==> config.mk <==
export PLATFORM = sky130hd
export DESIGN_NAME = ampel_controller_flat
export DESIGN_NICKNAME = d
export VERILOG_FILES = /design/src/rtl/ampel_controller_if.sv /design/src/rtl/ampel_controller.sv /design/src/flat_wrapper.sv
export SDC_FILE = /design/constraint.sdc
export NUM_CORES = 1
export LEC_CHECK = 0
export ABC_AREA = 0
export CELL_PAD_IN_SITES_DETAIL_PLACEMENT = 2
export CELL_PAD_IN_SITES_GLOBAL_PLACEMENT = 2
export CORE_MARGIN = 2
export CORE_UTILIZATION = 32
export CTS_CLUSTER_DIAMETER = 80
export DETAILED_ROUTE_END_ITERATION = 8
export PLACE_DENSITY = 0.74
export SETUP_SLACK_MARGIN = 0.02
export SKIP_CTS_REPAIR_TIMING = 1
export SYNTH_ARGS = -nofsm -noshare
export SYNTH_HDL_FRONTEND = slang
export SYNTH_SLANG_ARGS = --single-unit
export TNS_END_PERCENT = 30
==> constraint.sdc <==
create_clock -name clk -period 1.8 [get_ports clk]
set_input_delay 0.36 -clock clk [delete_from_list [all_inputs] [get_ports clk]]
set_output_delay 0.36 -clock clk [all_outputs]
set_load 0.02 [all_outputs]
==> src/rtl/ampel_controller_if.sv <==
// Lamp-controller bus: demand/night inputs toward the controller and the
// registered lamp outputs back.
interface ampel_controller_if #(
  parameter int N_DIR = 2
);
  localparam int IDX_W = (N_DIR > 1) ? $clog2(N_DIR) : 1;

  logic [N_DIR-1:0]   anforderung;
  logic               nacht;
  logic [2*N_DIR-1:0] ampelfarbe;
  logic               blank;
  logic [IDX_W-1:0]   gruen_idx;

  modport master (output anforderung, nacht, input ampelfarbe, blank, gruen_idx);
  modport slave  (input anforderung, nacht, output ampelfarbe, blank, gruen_idx);
endinterface

==> src/rtl/ampel_controller.sv <==
// Traffic-light controller: round-robin demand service over N_DIR approaches,
// all-red clearance between services and a flashing-yellow night mode.
module ampel_controller #(
  parameter int N_DIR        = 2,
  parameter int CNT_W        = 8,
  parameter int T_GREEN      = 20,
  parameter int T_YELLOW     = 3,
  parameter int T_RED_YELLOW = 2,
  parameter int T_ALL_RED    = 2,
  parameter int T_BLINK      = 10
) (
  input  logic               clk,
  input  logic               rst,
  ampel_controller_if.slave  bus
);
  localparam int IDX_W = $clog2(N_DIR);

  localparam logic [1:0] C_GREEN      = 2'b00;
  localparam logic [1:0] C_YELLOW     = 2'b01;
  localparam logic [1:0] C_RED        = 2'b10;
  localparam logic [1:0] C_RED_YELLOW = 2'b11;

  localparam logic [CNT_W-1:0] LD_GREEN      = CNT_W'(T_GREEN - 1);
  localparam logic [CNT_W-1:0] LD_YELLOW     = CNT_W'(T_YELLOW - 1);
  localparam logic [CNT_W-1:0] LD_RED_YELLOW = CNT_W'(T_RED_YELLOW - 1);
  localparam logic [CNT_W-1:0] LD_ALL_RED    = CNT_W'(T_ALL_RED - 1);
  localparam logic [CNT_W-1:0] LD_BLINK      = CNT_W'(T_BLINK - 1);

  typedef enum logic [2:0] {
    ST_ALL_RED, ST_RED_YELLOW, ST_GREEN, ST_YELLOW, ST_NIGHT
  } state_t;

  state_t             state;
  logic [CNT_W-1:0]   timer;
  logic [IDX_W-1:0]   served;
  logic [IDX_W-1:0]   next_dir;
  logic [N_DIR-1:0]   pending;
  logic               from_start;
  logic [2*N_DIR-1:0] lamps_q;
  logic               blank_q;

  logic [N_DIR-1:0]   served_mask;
  logic [N_DIR-1:0]   other_dem;
  logic [IDX_W-1:0]   dir_sel;

  function automatic logic [N_DIR-1:0] onehot(input logic [IDX_W-1:0] dir);
    return {{(N_DIR-1){1'b0}}, 1'b1} << dir;
  endfunction

  function automatic logic [2*N_DIR-1:0] lamps(input state_t st, input logic [IDX_W-1:0] dir);
    logic [2*N_DIR-1:0] l;
    for (int i = 0; i < N_DIR; i++) begin
      l[2*i +: 2] = C_RED;
      if (st == ST_NIGHT) l[2*i +: 2] = C_YELLOW;
      else if (IDX_W'(i) == dir) begin
        case (st)
          ST_RED_YELLOW: l[2*i +: 2] = C_RED_YELLOW;
          ST_GREEN:      l[2*i +: 2] = C_GREEN;
          ST_YELLOW:     l[2*i +: 2] = C_YELLOW;
          default:       l[2*i +: 2] = C_RED;
        endcase
      end
    end
    return l;
  endfunction

  // First demanding direction after cur in round-robin order, else cur+1.
  function automatic logic [IDX_W-1:0] pick_next(input logic [N_DIR-1:0] dem,
                                                 input logic [IDX_W-1:0] cur);
    logic [IDX_W-1:0] res;
    logic             found;
    int               idx;
    res   = IDX_W'((int'(cur) + 1) % N_DIR);
    found = 1'b0;
    for (int k = 1; k < N_DIR; k++) begin
      idx = (int'(cur) + k) % N_DIR;
      if (!found && dem[idx]) begin
        res   = IDX_W'(idx);
        found = 1'b1;
      end
    end
    return res;
  endfunction

  always_comb begin
    served_mask = onehot(served);
    other_dem   = (pending | bus.anforderung) & ~served_mask;
    dir_sel     = from_start ? '0 : next_dir;
  end

  always_ff @(posedge clk or posedge rst) begin
    if (rst) begin
      state      <= ST_ALL_RED;
      timer      <= LD_ALL_RED;
      served     <= '0;
      next_dir   <= '0;
      pending    <= '0;
      from_start <= 1'b1;
      lamps_q    <= {N_DIR{C_RED}};
      blank_q    <= 1'b0;
    end else begin
      // The served direction's own detector is ignored while it is being served.
      if (state == ST_RED_YELLOW || state == ST_GREEN || state == ST_YELLOW)
        pending <= pending | (bus.anforderung & ~served_mask);
      else
        pending <= pending | bus.anforderung;

      case (state)
        ST_ALL_RED: begin
          if (timer != '0) timer <= timer - 1'b1;
          else if (bus.nacht) begin
            state   <= ST_NIGHT;
            timer   <= LD_BLINK;
            blank_q <= 1'b0;
            lamps_q <= lamps(ST_NIGHT, served);
          end else begin
            state      <= ST_RED_YELLOW;
            timer      <= LD_RED_YELLOW;
            served     <= dir_sel;
            from_start <= 1'b0;
            pending    <= (pending | bus.anforderung) & ~onehot(dir_sel);
            lamps_q    <= lamps(ST_RED_YELLOW, dir_sel);
          end
        end
        ST_RED_YELLOW: begin
          if (timer != '0) timer <= timer - 1'b1;
          else begin
            state   <= ST_GREEN;
            timer   <= LD_GREEN;
            lamps_q <= lamps(ST_GREEN, served);
          end
        end
        ST_GREEN: begin
          if (timer != '0) timer <= timer - 1'b1;
          else if (bus.nacht || (|other_dem)) begin
            state    <= ST_YELLOW;
            timer    <= LD_YELLOW;
            next_dir <= pick_next(other_dem, served);
            lamps_q  <= lamps(ST_YELLOW, served);
          end
        end
        ST_YELLOW: begin
          if (timer != '0) timer <= timer - 1'b1;
          else begin
            state   <= ST_ALL_RED;
            timer   <= LD_ALL_RED;
            lamps_q <= {N_DIR{C_RED}};
          end
        end
        ST_NIGHT: begin
          if (!bus.nacht) begin
            state      <= ST_ALL_RED;
            timer      <= LD_ALL_RED;
            from_start <= 1'b1;
            blank_q    <= 1'b0;
            lamps_q    <= {N_DIR{C_RED}};
          end else if (timer == '0) begin
            timer   <= LD_BLINK;
            blank_q <= ~blank_q;
          end else begin
            timer <= timer - 1'b1;
          end
        end
        default: begin
          state   <= ST_ALL_RED;
          timer   <= LD_ALL_RED;
          lamps_q <= {N_DIR{C_RED}};
        end
      endcase
    end
  end

  assign bus.ampelfarbe = lamps_q;
  assign bus.blank      = blank_q;
  assign bus.gruen_idx  = served;
endmodule
==> src/flat_wrapper.sv <==
// flat-port wrapper written by rule: the top's interface ports become plain ports
module ampel_controller_flat 
#(
  parameter int N_DIR        = 2,
  parameter int CNT_W        = 8,
  parameter int T_GREEN      = 20,
  parameter int T_YELLOW     = 3,
  parameter int T_RED_YELLOW = 2,
  parameter int T_ALL_RED    = 2,
  parameter int T_BLINK      = 10
)
  (clk, rst, bus_anforderung, bus_nacht, bus_ampelfarbe, bus_blank, bus_gruen_idx);
  ampel_controller_if #(.N_DIR(N_DIR)) bus_i ();
  input  logic clk;
  input  logic rst;
  input wire logic [$bits(bus_i.anforderung)-1:0] bus_anforderung;
  input wire logic [$bits(bus_i.nacht)-1:0] bus_nacht;
  output wire logic [$bits(bus_i.ampelfarbe)-1:0] bus_ampelfarbe;
  output wire logic [$bits(bus_i.blank)-1:0] bus_blank;
  output wire logic [$bits(bus_i.gruen_idx)-1:0] bus_gruen_idx;
  assign bus_i.anforderung = bus_anforderung;
  assign bus_i.nacht = bus_nacht;
  assign bus_ampelfarbe = bus_i.ampelfarbe;
  assign bus_blank = bus_i.blank;
  assign bus_gruen_idx = bus_i.gruen_idx;
  ampel_controller #(.N_DIR(N_DIR), .CNT_W(CNT_W), .T_GREEN(T_GREEN), .T_YELLOW(T_YELLOW), .T_RED_YELLOW(T_RED_YELLOW), .T_ALL_RED(T_ALL_RED), .T_BLINK(T_BLINK)) u_core (.clk(clk), .rst(rst), .bus(bus_i));
endmodule
==> results_dict.tcl <==
set metrics [dict create \
    overflow 0 \
    dp_hpwl_um 2890 \
    finalMaxSlewViolations 0 \
    portBuffers 10 \
    maxCapViolCount 0 \
    vias_per_cell 5.44 \
    synth_fp_nets 134 \
    whs_ps 457 \
    antenna_found_initial 0 \
    p_leak_nw 0.692 \
    final_cells 208 \
    clk_pin_slew_ps 80 \
    remaining_drc_errors 0 \
    clock_sinks 21 \
    detail-route-antenna-nets 0 \
    die_x_um 66.7 \
    synth-async-reset-ratio_pct 100 \
    synthFlopType "dfrtp_1" \
    startpoint_type "register" \
    grt_pass1_wl_um 6610 \
    power.switching_w 0.00114 \
    power.density_nw_per_um2 1630 \
    vias 1132 \
    fin_area_um2 1720 \
    grt_pass1_vias 1316 \
    synth.top_cell.area_share_pct 33.8 \
    fin_skew_ps 4.97 \
    ys_warn_count 0 \
    clkPwrFrac_pct 11.0 \
    cp.arrival_ps 2030 \
    rsz0062_at_grt "true" \
    final_cell_mix "buf_4, dfrtp_1, nand2_1, o21ai_0, nor2_1" \
    dpl-instance-area_um2 1550 \
    worstHoldPathType "in2async" \
    rows 22 \
    critical_path_buf_inv_count 2 \
    drt_iter0_drc 21 \
    htreeDepth 1 \
    fin_ws_ps -79.6 \
    cpLargestDelayFamily "simple AND/OR/NAND/NOR gates" \
    synth-seq-cells 21 \
    synthSimpleGateAreaFrac_pct 21.2 \
    yosysUniqueCellTypes 44 \
    layout-drive-gt1-share_pct 35.6 \
    cpMaxStageDelayCell "or3b_4" \
    relSlewSlack_pct 73.4 \
    syn_to_final_growth_pct 36.7 \
    synth_compound_area_share_pct 22.2 \
    utilization_pct 46.3 \
    crit_chain "inv_2 > ha_4 > or3b_4 > a2111oi_4 > buf_6 > nand2_1 > o2111a_1" \
    path_class "reg2reg" \
    violations "setup timing" \
    finalCritPeriodShare_pct 104 \
    p_comb_share_pct 57.4 \
    cts_root_buf "clkbuf_8" \
    final_common_cell "buf_4" \
    grt_max_degree 22 \
    max_clock_freq_ghz 0.532 \
    netlist_area_um2 1260 \
    io_pins 11 \
    cts_buffers 3 \
    n_antenna_cell 0 \
    insertion_delay_ps 260 \
    synth.avg_cell_area_um2 9.83 \
    cts_buffer_depth 2 \
    worstMarginPinSlew_ps 395 \
    slowest_delay_ps 410 \
    required_ps 1950 \
    crit_path_end_kind "register" \
    synth_cells 128 \
    synth_fa_ha_area_share_pct 0.994 \
    synthMuxAreaShare_pct 7.85 \
    place_congestion 0.776 \
    wire_per_inst_um 18.7 \
    core_um2 3720 \
    totalWireLength_um 3900 \
    synth_xor_area_share_pct 2.09 \
    synth_top_family_by_area "compound AO/OA/AOI/OAI gates" \
    path_max_fanout 7 \
    swShare_pct 40.7 \
    initial_core_util_pct 33.9 \
    die_h_um 66.7 \
    nets 167 \
    peakVddDrop_mv 0.734 \
    grt_usage_pct 19.8 \
    hold_violations 0 \
    min_period_ps 1880 \
    cts_tree "yes" \
    p_int_w 0.00166 \
    outcome "finished, violations left" \
    ys_top_cells_by_area "dfrtp_1, dfstp_2, o21ai_0, mux2_1, nand2_1" \
    firstDrtPassIters 4 \
    synth_edf_count 0 \
    place_inst 200 \
    synth_top_cell_by_area "dfrtp_1" \
    ys_seq_area_share_pct 42.1 \
    power_frac_seq_pct 31.6 \
    finalSetupTns_ps -372 \
    die_area_um2 4450 \
    setup_viol 7 \
]
-- metrics by stage --
stage          total power, W  setup slack, ps
2_1_floorplan         0.00172            -22.1
3_3_place_gp          0.00224             -463
3_5_place_dp          0.00234             -554
4_1_cts               0.00267             -289
5_1_grt               0.00305             -163
6_report              0.00281            -79.6
-- synthesized netlist by cell type (all sizes together) (2+ instances only) --
cell type   n
o31ai       2
o21ai      13
dfstp       4
nand3       2
nand2b      3
a211oi      3
clkbuf      5
mux2i       2
a22o        2
nor3        4
xnor2       3
o22a        2
or3b        3
nor2        9
nand2      10
or3         2
a21oi       8
nor4        2
nor2b       3
or4         2
inv         5
dfrtp      17
o21a        2
mux2        7
-- layer usage --
| metal | share of wire, % | track usage, % |
|---|---|---|
| met5 | 0 | 0 |
| met1 | 44 | 24.2 |
| met2 | 53 | 36.1 |
| met3 | 1.6 | 2.36 |
| met4 | 1.4 | 5.61 |
-- power by group through the flow --
| stage | Combinational (W) | Clock, W | Sequential [W] |
|---|---|---|---|
| 2_1_floorplan | 0.000787 | 0 | 0.000933 |
| 3_3_place_gp | 0.00139 | 0 | 0.000848 |
| 3_5_place_dp | 0.00146 | 0 | 0.000872 |
| 4_1_cts | 0.00147 | 0.000326 | 0.000866 |
| 5_1_grt | 0.00179 | 0.000345 | 0.000917 |
| 6_report | 0.00161 | 0.000308 | 0.000886 |
-- registers in the layout, indices dropped and copies added, names as in the netlist --
register and count:
u_core.bus.blank 1, u_core.bus.ampelfarbe 4, u_core.state 3, u_core.from_start 1, u_core.pending 2, u_core.bus.gruen_idx 1, u_core.next_dir 1, u_core.timer 8
-- worst register-to-register path: cells and delay by family, from the launching register on --
kind	cells	cell delay (ps)
compound gates	2	480
fa+ha+maj	1	140
buf+inv	2	280
flops	1	390
simple gates	2	480
-- worst paths after layout --
path                            cells past startpoint                       end  slack [ps]                      from
worst max-delay path                                7           u_core.timer[1]         -80           u_core.timer[1]
worst min-delay path                                3         u_core.pending[0]         460                       rst
worst max register to register                      7           u_core.timer[1]         -80           u_core.timer[1]
worst min register to register                      1  u_core.bus.ampelfarbe[0]         510  u_core.bus.ampelfarbe[0]
max in group asynchronous                           3  u_core.bus.ampelfarbe[3]        1060                       rst
min in group clk                                    2          u_core.bus.blank         470                 bus_nacht
-- layout make-up --
class	instances	area (µm²)
Fill cell	389	2000
Multi-Input combinational cell	96	761
Sequential cell	21	532
Timing Repair Buffer	34	304
Tap cell	48	60.1
Clock buffer	4	45.0
Inverter	5	18.8
-- logic make-up (layout without fill, tap and decap cells) --
logic type	count (synthesis)	count (layout)
XOR/XNOR	3	3
flip-flops	21	21
AO/OA/AOI/OAI	39	39
multiplexers	9	9
buffers and inverters	11	43
adder cells (fa/ha/maj)	1	1
AND/OR/NAND/NOR	44	44
No activity file was read; power rests on OpenSTA's default activity.
